<file path="config.mk">
export PLATFORM = sky130hd
export DESIGN_NAME = func_eval_sched
export DESIGN_NICKNAME = d
export VERILOG_FILES = /design/src/rtl/func_eval_sched.sv
export SDC_FILE = /design/constraint.sdc
export NUM_CORES = 1
export LEC_CHECK = 0
export ABC_AREA = 0
export CAP_MARGIN = 30
export CORE_MARGIN = 3
export CORE_UTILIZATION = 47
export CTS_BUF_LIST = sky130_fd_sc_hd__clkbuf_4
export DETAILED_ROUTE_END_ITERATION = 8
export PLACE_DENSITY = 0.8
export REMOVE_ABC_BUFFERS = 1
export SYNTH_ARGS = -nofsm -noshare
export SYNTH_HDL_FRONTEND = slang
export SYNTH_SLANG_ARGS = --single-unit
</file>
<file path="constraint.sdc">
create_clock -name clk -period 2.1 [get_ports clk]
set_input_delay 0.42 -clock clk [delete_from_list [all_inputs] [get_ports clk]]
set_output_delay 0.42 -clock clk [all_outputs]
set_load 0.01 [all_outputs]
</file>
<file path="src/rtl/func_eval_sched.sv">
// Scheduler sharing one 7-input combinational evaluator between two requesters
// and an exhaustive 128-vector sweep that counts the evaluator's ones.
module func_eval_sched #(
    parameter bit RR_EN = 1'b1
) (
    input  logic       clk,
    input  logic       rst_n,
    input  logic       req0,
    input  logic [6:0] vec0,
    output logic       gnt0,
    input  logic       req1,
    input  logic [6:0] vec1,
    output logic       gnt1,
    input  logic       sweep_start,
    output logic [6:0] eval_vec,
    input  logic       eval_y,
    output logic       rsp_valid,
    output logic       rsp_id,
    output logic       rsp_y,
    output logic       sweep_busy,
    output logic       sweep_done,
    output logic [7:0] ones_cnt
);

    localparam int unsigned VEC_W = 7;
    localparam int unsigned CNT_W = 8;
    localparam logic [VEC_W-1:0] LAST_VEC = VEC_W'(127);

    typedef enum logic [1:0] {
        IDLE  = 2'd0,
        EVAL  = 2'd1,
        SWEEP = 2'd2
    } state_t;

    state_t state;
    logic   last_id;
    logic   win_id;
    logic   grant_any;

    // Arbitration: grants only from IDLE and only when no sweep is being started.
    always_comb begin
        win_id    = 1'b0;
        grant_any = 1'b0;
        gnt0      = 1'b0;
        gnt1      = 1'b0;
        if (rst_n && (state == IDLE) && !sweep_start) begin
            if (req0 && req1) begin
                win_id = RR_EN ? ~last_id : 1'b0;
            end else begin
                win_id = req1;
            end
            grant_any = req0 | req1;
            gnt0      = grant_any & ~win_id;
            gnt1      = grant_any & win_id;
        end
    end

    // During a sweep eval_vec doubles as the sweep index.
    always_ff @(posedge clk or negedge rst_n) begin
        if (!rst_n) begin
            state      <= IDLE;
            eval_vec   <= '0;
            last_id    <= 1'b1;
            rsp_valid  <= 1'b0;
            rsp_id     <= 1'b0;
            rsp_y      <= 1'b0;
            sweep_busy <= 1'b0;
            sweep_done <= 1'b0;
            ones_cnt   <= '0;
        end else begin
            rsp_valid  <= 1'b0;
            sweep_done <= 1'b0;
            case (state)
                IDLE: begin
                    if (sweep_start) begin
                        state      <= SWEEP;
                        eval_vec   <= '0;
                        ones_cnt   <= '0;
                        sweep_busy <= 1'b1;
                    end else if (grant_any) begin
                        state    <= EVAL;
                        eval_vec <= win_id ? vec1 : vec0;
                        last_id  <= win_id;
                    end
                end
                EVAL: begin
                    rsp_valid <= 1'b1;
                    rsp_y     <= eval_y;
                    rsp_id    <= last_id;
                    state     <= IDLE;
                end
                SWEEP: begin
                    ones_cnt <= ones_cnt + CNT_W'(eval_y);
                    if (eval_vec != LAST_VEC) begin
                        eval_vec <= eval_vec + VEC_W'(1);
                    end else begin
                        state      <= IDLE;
                        sweep_busy <= 1'b0;
                        sweep_done <= 1'b1;
                    end
                end
                default: begin
                    state <= IDLE;
                end
            endcase
        end
    end

endmodule

</file>
Yosys cells after proc, flatten, opt, wreduce, memory -nomap -nowiden
Cells that the tools add are included.

cells by class
  add/subtract/negate cells = 2
  equality and inequality tests = 7
  mux-type cells = 23
  bitwise logic cells = 6
  reduce and logical (&&, ||, !) cells = 11

operators by type and width
  kind                                           count
  2-to-1 mux 7 bit                               4
  case mux 8 bit (2 select lines)                1
  case mux 7 bit (2 select lines)                1
  2-to-1 mux 1 bit                               11
  AND reduction 3 bit                            3
  adder 8 x 1 -> 8 bit                           1
  2-to-1 mux 8 bit                               1
  adder 7 x 1 -> 7 bit, second input constant    1
  != test 7 bit, second input constant           1
  2-to-1 mux 2 bit                               3
  != test 2 bit, second input constant           3
  case mux 2 bit (2 select lines)                1
  AND reduction 2 bit                            2
  logical AND 1 bit                              3
  != test 3 bit, second input constant           1
  inverter 1 bit                                 3
  AND 1 bit                                      2
  == test 2 x 1 -> 1 bit, second input constant  1
  == test 2 bit, second input constant           1
  zero test 2 bit                                1
  case mux 1 bit (2 select lines)                1
  nonzero test 2 bit                             1
  zero test 1 bit                                1
  OR 1 bit                                       1

word-level totals
  register bits = 23
  input port bits = 20

Depth between registers and ports, before layout
Gate-level depths: netlist (run 1).

  word-level depth = 9
  gate-level depth with buffers = 6
  gate-level depth less buffers = 6

Worst setup path after synthesis (run 1)
OpenSTA, ideal clock, no wires.

  path type = reg2out
  from = register state[1]
  to = output gnt0
  arrival = 1.220 ns
  path slack = 0.460 ns
  stages on the path, launching flop included = 5
  path buffers = 1
  cell sequence = dfrtp_1 > buf_6 > nor4b_4 > o21ai_1 > nor2_1

on the way
  word-level cells in the longest chain between the ends = 4

RTL lines
  element                          RTL line  text
  start: declaration               35        state_t state;
  start signal: assignment         61        state <= IDLE;
  start signal: assignment         76        state <= SWEEP;
  start signal: assignment         81        state <= EVAL;
  zero test 2 bit                  46        if (rst_n && (state == IDLE) && !sweep_start) begin
  logical AND 1 bit (2 in series)  46
  2-to-1 mux 1 bit                 46
  end: declaration                 10        output logic gnt0,

Every way passes these cells.

Worst setup path after layout (run 1)
  from = input req0
  to = output gnt1

on the way
  word-level cells in the longest chain between the ends = 5
  elaborated cells on any way between the ends = 6
  those cells by class = mux (3); bitwise (2); reduce/logical (1)

RTL lines
  element             RTL line  text
  start: declaration  8         input logic req0,
  logical AND 1 bit   47        if (req0 && req1) begin
  2-to-1 mux 1 bit    47
  2-to-1 mux 1 bit    46
  AND 1 bit *         54        gnt1 = grant_any & win_id;
  2-to-1 mux 1 bit *  46
  end: declaration    13        output logic gnt1,

Mark *: on every way between the ends. The rest lies on a longest branch, timed or not. The select of a mux whose other input is x is not followed.

==> results of run 1 <==
==> worst min path at each step <==
stage / startpoint / end / cells past startpoint
floorplan: rst_n / eval_vec[0] / 0
CTS: rst_n / eval_vec[3] / 3
global route: rst_n / state[1] / 3
global placement: last_id / last_id / 2
finish: rst_n / eval_vec[6] / 3
detailed placement: last_id / last_id / 2
==> metal layers <==
metal,global-route usage,up-vias
met5,0,-
met4,0.0388,0
met3,0.0395,5
met2,0.390,45
met1,0.282,630
li1,-,617
==> Yosys cell counts (all sizes together), types with 3 or more instances <==
master	count	share of area
nor2	11	0.031
dfrtp	22	0.42
inv	9	0.026
o31ai	3	0.017
nor3	4	0.019
and3	3	0.014
mux2i	4	0.030
ha	3	0.029
o21ai	10	0.038
nand2	13	0.037
o2bb2ai	3	0.020
nand3	8	0.030
o311ai	3	0.020
==> repair_timing <==
item | 4_1_cts | 5_1_grt
resized for setup | 5 | 2
pin swaps | 1 | 1
setup endpoints to repair | 2 | 1
setup buffers | 3 | 0
==> area by class of cell <==
type,instances,area [µm²],area share
clock buffer,4,30.0,0.0158
inverter,9,33.8,0.0178
multi-input combinational,100,684,0.360
sequential,23,577,0.303
tap,30,37.5,0.0197
timing repair buffer,59,541,0.284
==> worst max-delay path: cells and delay by family <==
kind	cells	cell delay (ns)
AOI/OAI and AO/OA	1	0.23
buffers and inverters	3	0.83
and+or+nand+nor	1	0.11
==> logic make-up after synthesis <==
logic type | after synthesis | share of synthesized area
AND/OR/NAND/NOR | 54 | 0.226
buffers and inverters | 12 | 0.0409
flip-flops | 23 | 0.439
multiplexers | 6 | 0.0476
AO/OA/AOI/OAI | 35 | 0.205
adder cells (fa/ha/maj) | 3 | 0.0285
XOR/XNOR | 2 | 0.0133
==> metrics by stage <==
step           instances  hold WS [ns]  total power [µW]  worst slack (ns)  setup TNS, ns
6_report             225         0.388              1860            0.0896              0
5_1_grt              225         0.402              1990            0.0382              0
4_1_cts              225         0.381              1870           0.00991              0
3_5_place_dp         218         0.495              1650            -0.358         -0.680
3_3_place_gp         218         0.478              1620            -0.324         -0.600
2_1_floorplan        132         0.124              1170             0.450              0
==> layout by cell type, fill, tap and decap left out, types with 2 or more instances in the layout <==
master / n
mux2i_1: 4
dfrtp_1: 22
nand2_1: 13
o31ai_1: 3
nor3b_1: 2
clkdlybuf4s50_1: 37
and3_1: 3
o221ai_1: 2
o21ai_0: 9
nor2_1: 11
xnor2_1: 2
buf_4: 18
dlygate4sd2_1: 2
or2_2: 2
clkbuf_4: 4
ha_1: 3
or3_1: 2
nor3_1: 3
nor2b_1: 2
o2bb2ai_1: 3
inv_1: 9
a211o_1: 2
a21oi_1: 2
nand3_1: 8
mux2_2: 2
o311ai_0: 3
nor4_1: 2
==> registers in the layout, indices dropped and copies added (netlist names) <==
signal and count:
state 2, last_id 1, rsp_id 1, sweep_done 1
sweep_busy 1, rsp_valid 1, rsp_y 1, eval_vec 7
ones_cnt 8
==> where the power goes <==
part	internal, µW	leakage [µW]	switching [µW]
combinational	491	0.000571	420
sequential	582	0.000292	157
clock	87.1	0.0000184	127
==> summary.txt, run 1 <==
Die
  – Core Footprint: 0.00257 mm²
  – Starting Density: 0.512
  – IO Count: 42
  – Die X: 58.9 µm
  – Die area: 0.00347 mm²
  – # rows: 18
  – Die height: 58.9 µm

Synth
  – Fraction of registers with async set/reset: 1.00
  – Post-synth cell types: 44
  – Cell area after synthesis: 0.00132 mm²
  – Most used DFF post-synth: dfrtp_1
  – Synth Instances: 135
  – Seq/Total Area, Yosys: 0.439
  – EDFF count, synth: 0
  – Synthesis-stage register bit count: 23
  – Syn Area/Cell: 9.74 µm²
  – Yosys warns: 0

Routing
  – Metal-1 WL: 1.50 mm
  – Top layer in use: met4
  – Starting DRT DRC Count: 46
  – Routed length per instance: 15.6 µm
  – Vias: 1,297
  – Detail Route Antenna Nets: 0
  – Drt pass-1 iters: 4
  – DR WL met3: 231 µm
  – WL met2: 1.75 mm
  – Routed vias/inst: 5.76
  – Final WL: 3.50 mm
  – Remaining DRCs: 0

Critical path
  – Worst R2R Start: eval_vec[0]
  – Slowest CP cell: clkdlybuf4s50_1
  – Worst EP required: 1.68 ns
  – Reg-to-Reg End: eval_vec[1]
  – CP Max Fanout: 4
  – CP startpoint kind: input port
  – FF-to-FF path depth: 5
  – Crit path capture: gnt1
  – Worst EP arrival: 1.59 ns
  – Reg2Reg Setup Slack: 0.27 ns
  – Worst path cell trace: clkdlybuf4s50_1 > a21boi_2 > nand2_1 > inv_1 > dlygate4sd2_1
  – Worst stage delay on the critical path: 0.49 ns
  – Critical Path Source: req0
  – Element type at the critical path end: primary output
  – Setup CP Type: in2out

Power
  – Peak supply drop: 0.838 mV
  – Leak: 0.000882 µW
  – PwrDens: 979 mW/mm²

Placement
  – Port buffer count: 41
  – HPWL after DPL: 2.75 mm
  – GPL Wtd Cong: 0.836
  – Instance area after placement: 0.00186 mm²

Min path
  – Hold crit path type: in2async

CTS
  – # hold bufs at CTS: 0
  – CTS sink count: 23
  – CTS Buffer Depth: 2
  – Worst-Skew Late Latency: 0.31 ns
  – Total CTS buffers: 3
  – Clock Tree Root: clkbuf_4
  – CTS tree: yes
  – CTS clk-pin slew, worst paths: 0.12 ns
  – CTS H-tree lvls: 1

Layout
  – Layout Area Growth over Synthesis: 44.7%
  – Final core utilization: 0.741
  – Fraction of layout cells with a size suffix above 1: 0.174
  – Diodes inserted: 0
  – Final instance area: 0.00190 mm²
  – Fillers: 207
  – Fin nets: 219

STA
  – Worst-margin pin slew: 0.477 ns
  – Clock skew: 0.00149 ns
  – Max Slew Vio Count: 0
  – Tcrit/Tclk final: 0.957
  – Final hold vios: 0
  – Rel. slew slack: 0.679
  – Crit path time final: 2.01 ns
  – Fmax: 497 MHz
  – Final setup fails: 0
  – RSZ-0062 raised after global routing: no

Global routing
  – First-pass GRT wire length: 5.86 mm
  – Vias in the first global route: 1,279
  – All-Layer GR Usage: 0.220
  – Initial antenna violation count: 0
  – Largest net degree at the start of global routing: 26
  – Grt ovf: 0

Outcome
  – Status: completed

Flow run
  – Maxcap violations: 0
Note: power is estimated with default switching activity, not from simulation.
==> inputs of run 2 (changes only) <==
- ABC_AREA: 0 -> 1
- CORE_UTILIZATION: 47 -> 48
- PLACE_DENSITY: 0.8 -> 0.81
==> run 2 against run 1 <==
  * Synthesized cell count up 41%
  * Cell count rose by 20%
  * Clock skew about the same
  * Critical endpoint is now gnt0
  * Largest power group is now registers
==> summary.txt, run 2 <==
Outcome
  – Status: completed

Placement
  – HPWL after DPL: 2.70 mm
  – GPL Wtd Cong: 0.807
  – Setup WS pre-CTS: -0.181 ns
  – Cells after DPL: 267
  – Port buffer count: 41

Power
  – Peak supply drop: 0.758 mV
  – Leak: 0.000954 µW
  – PwrDens: 681 mW/mm²
  – Design Power: 1280 µW

Synth
  – Fraction of registers with async set/reset: 1.00
  – Post-synth cell types: 23
  – Synth Instances: 191
  – Syn Area/Cell: 7.24 µm²
  – Seq/Total Area, Yosys: 0.417
  – Most used DFF post-synth: dfrtp_1
  – Synth cell count leaders: nand2_1 (47), inv_1 (32), nor2_1 (26)
  – Cell area after synthesis: 0.00138 mm²
  – EDFF count, synth: 0
  – Top-area cell type share of the netlist area: 0.398
  – Top cells by area, synth: dfrtp_1 (40%), nand2_1 (13%), inv_1 (8.7%)
  – Yosys top cell by area: dfrtp_1
  – Count leader, synth: nand2_1
  – Yosys warns: 0
  – Synthesis-stage register bit count: 23

Die
  – Die height: 59.7 µm
  – Die X: 59.7 µm
  – Core Footprint: 0.00261 mm²
  – Starting Density: 0.529
  – Die area: 0.00356 mm²
  – # rows: 18
  – IO Count: 42

Critical path
  – FF-to-FF path depth: 8
  – CP Max Fanout: 2
  – Worst stage delay on the critical path: 0.48 ns
  – Worst EP required: 1.68 ns
  – Worst path cell trace: clkdlybuf4s50_1 > nand2_1 > nand2_1 > inv_1 > nor3_1 > dlygate4sd2_1
  – Setup CP Type: in2out
  – Crit path depth: 6
  – Reg2Reg Setup Slack: 0.54 ns
  – Bufs and invs on worst path: 3
  – Element type at the critical path end: primary output
  – Slowest CP cell: clkdlybuf4s50_1
  – Worst EP arrival: 1.56 ns
  – Critical path's top delay family: buffers and inverters
  – Cell mode on critical path: nand2_1
  – CP startpoint kind: input port

CTS
  – CTS H-tree lvls: 1
  – CTS sink count: 23
  – CTS tree: yes
  – # hold bufs at CTS: 0
  – Total CTS buffers: 3
  – Post-CTS Setup Inserts: 0
  – CTS Buffer Depth: 2
  – Post-CTS Resized: 2
  – CTS clk-pin slew, worst paths: 0.12 ns
  – Clock Tree Root: clkbuf_4
  – Worst-Skew Late Latency: 0.31 ns

Layout
  – Largest register FFs: 8
  – Largest reg by FF count: ones_cnt
  – Layout Area Growth over Synthesis: 36.6%
  – Commonest non-fill, non-tap cells in the layout: nand2_1 (47), clkdlybuf4s50_1 (39), inv_1 (32), nor2_1 (26), dfrtp_1 (22)
  – Post-route insts no fill: 271
  – Commonest non-fill, non-tap cell in the layout: nand2_1
  – Fraction of layout cells with a size suffix above 1: 0.112
  – Biggest regs: ones_cnt: 8 flops, eval_vec: 7 flops, state: 2 flops
  – Diodes inserted: 0
  – Fin nets: 265

Routing
  – Starting DRT DRC Count: 46
  – Routed vias/inst: 5.17
  – Vias: 1,400
  – Final WL: 3.39 mm
  – Routed length per instance: 12.5 µm
  – Detail Route Antenna Nets: 0
  – Remaining DRCs: 0
  – Drt pass-1 iters: 4

STA
  – Final hold vios: 0
  – Hold Slack: 0.498 ns
  – Final setup fails: 0
  – Worst setup margin: 0.116 ns
  – Max Slew Vio Count: 0
  – Tcrit/Tclk final: 0.945
  – Fmax: 504 MHz
  – Setup Total Neg Slack: 0 ns
  – Crit path time final: 1.98 ns
  – Rel. slew slack: 0.761
  – Worst-margin pin slew: 0.358 ns
  – Clock skew: 0.00117 ns
  – RSZ-0062 raised after global routing: no

Min path
  – Hold crit path type: reg2reg
  – WHS Path Cells: 2

Global routing
  – Largest net degree at the start of global routing: 26
  – First-pass GRT wire length: 5.84 mm
  – All-Layer GR Usage: 0.213
  – Initial antenna violation count: 0
  – Grt ovf: 0
  – Vias in the first global route: 1,405

Flow run
  – Maxcap violations: 0
## run 2: cell count changes in the layout (fill, tap and decap cells not counted), moves of 11 or more
| cell | delta |
|---|---|
| nand2_1 | +34 |
| nor2_1 | +15 |
| nand3_1 | +13 |
| buf_4 | -11 |
| inv_1 | +23 |
## run 2: worst paths after layout
kind,from,to
hold reg to reg,sweep_busy,sweep_busy
max in group asynchronous,rst_n,last_id
setup reg to reg,eval_vec[0],eval_vec[2]
min in group asynchronous,rst_n,rsp_id
hold / removal,sweep_busy,sweep_busy
setup / recovery,req0,gnt0
## run 2: logic make-up (layout without fill, tap and decap cells)
logic type	Yosys count	count (layout)	synth area share
compound gates	20	20	0.0878
flops	23	23	0.417
xor+xnor	3	3	0.0190
buf+inv	38	88	0.116
simple gates	104	104	0.333
fa+ha+maj	3	3	0.0272
## run 2: where the power goes
part / internal [µW] / total [µW] / switching [µW] / leakage, µW
Combinational: 260 / 462 / 202 / 0.000664
Sequential: 522 / 605 / 82.8 / 0.000272
Clock: 87.1 / 218 / 131 / 0.0000184
Total: 869 / 1280 / 416 / 0.000954
## run 2: metrics by stage
| stage | instance area (µm²) | util |
|---|---|---|
| 2_1_floorplan | 1360 | - |
| 3_3_place_gp | 1860 | 0.712 |
| 3_5_place_dp | 1860 | 0.712 |
| 4_1_cts | 1890 | 0.723 |
| 5_1_grt | 1890 | 0.723 |
| 6_report | 1890 | 0.723 |
## run 2: layer usage
metal  part of all wire  up-vias  GRT usage
li1                   -      696          -
met1               0.42      655      0.254
met2               0.51       43      0.384
met3              0.054        6     0.0324
met4              0.016        0     0.0759
met5                  0        -          0
## run 2: area by class of cell
cell class / count / area (µm²)
fillers: 228 / 724
multi-input cells: 130 / 646
flip-flops and latches: 23 / 577
repair buffers: 48 / 460
inverters: 36 / 138
well taps: 30 / 37.5
clock buffers: 4 / 30.0
## run 2: tightest hold or removal path, stage by stage (launching register included)
cell	delay, ns
dfrtp_1	0.37
nand2_1	0.05
nand2_1	0.05
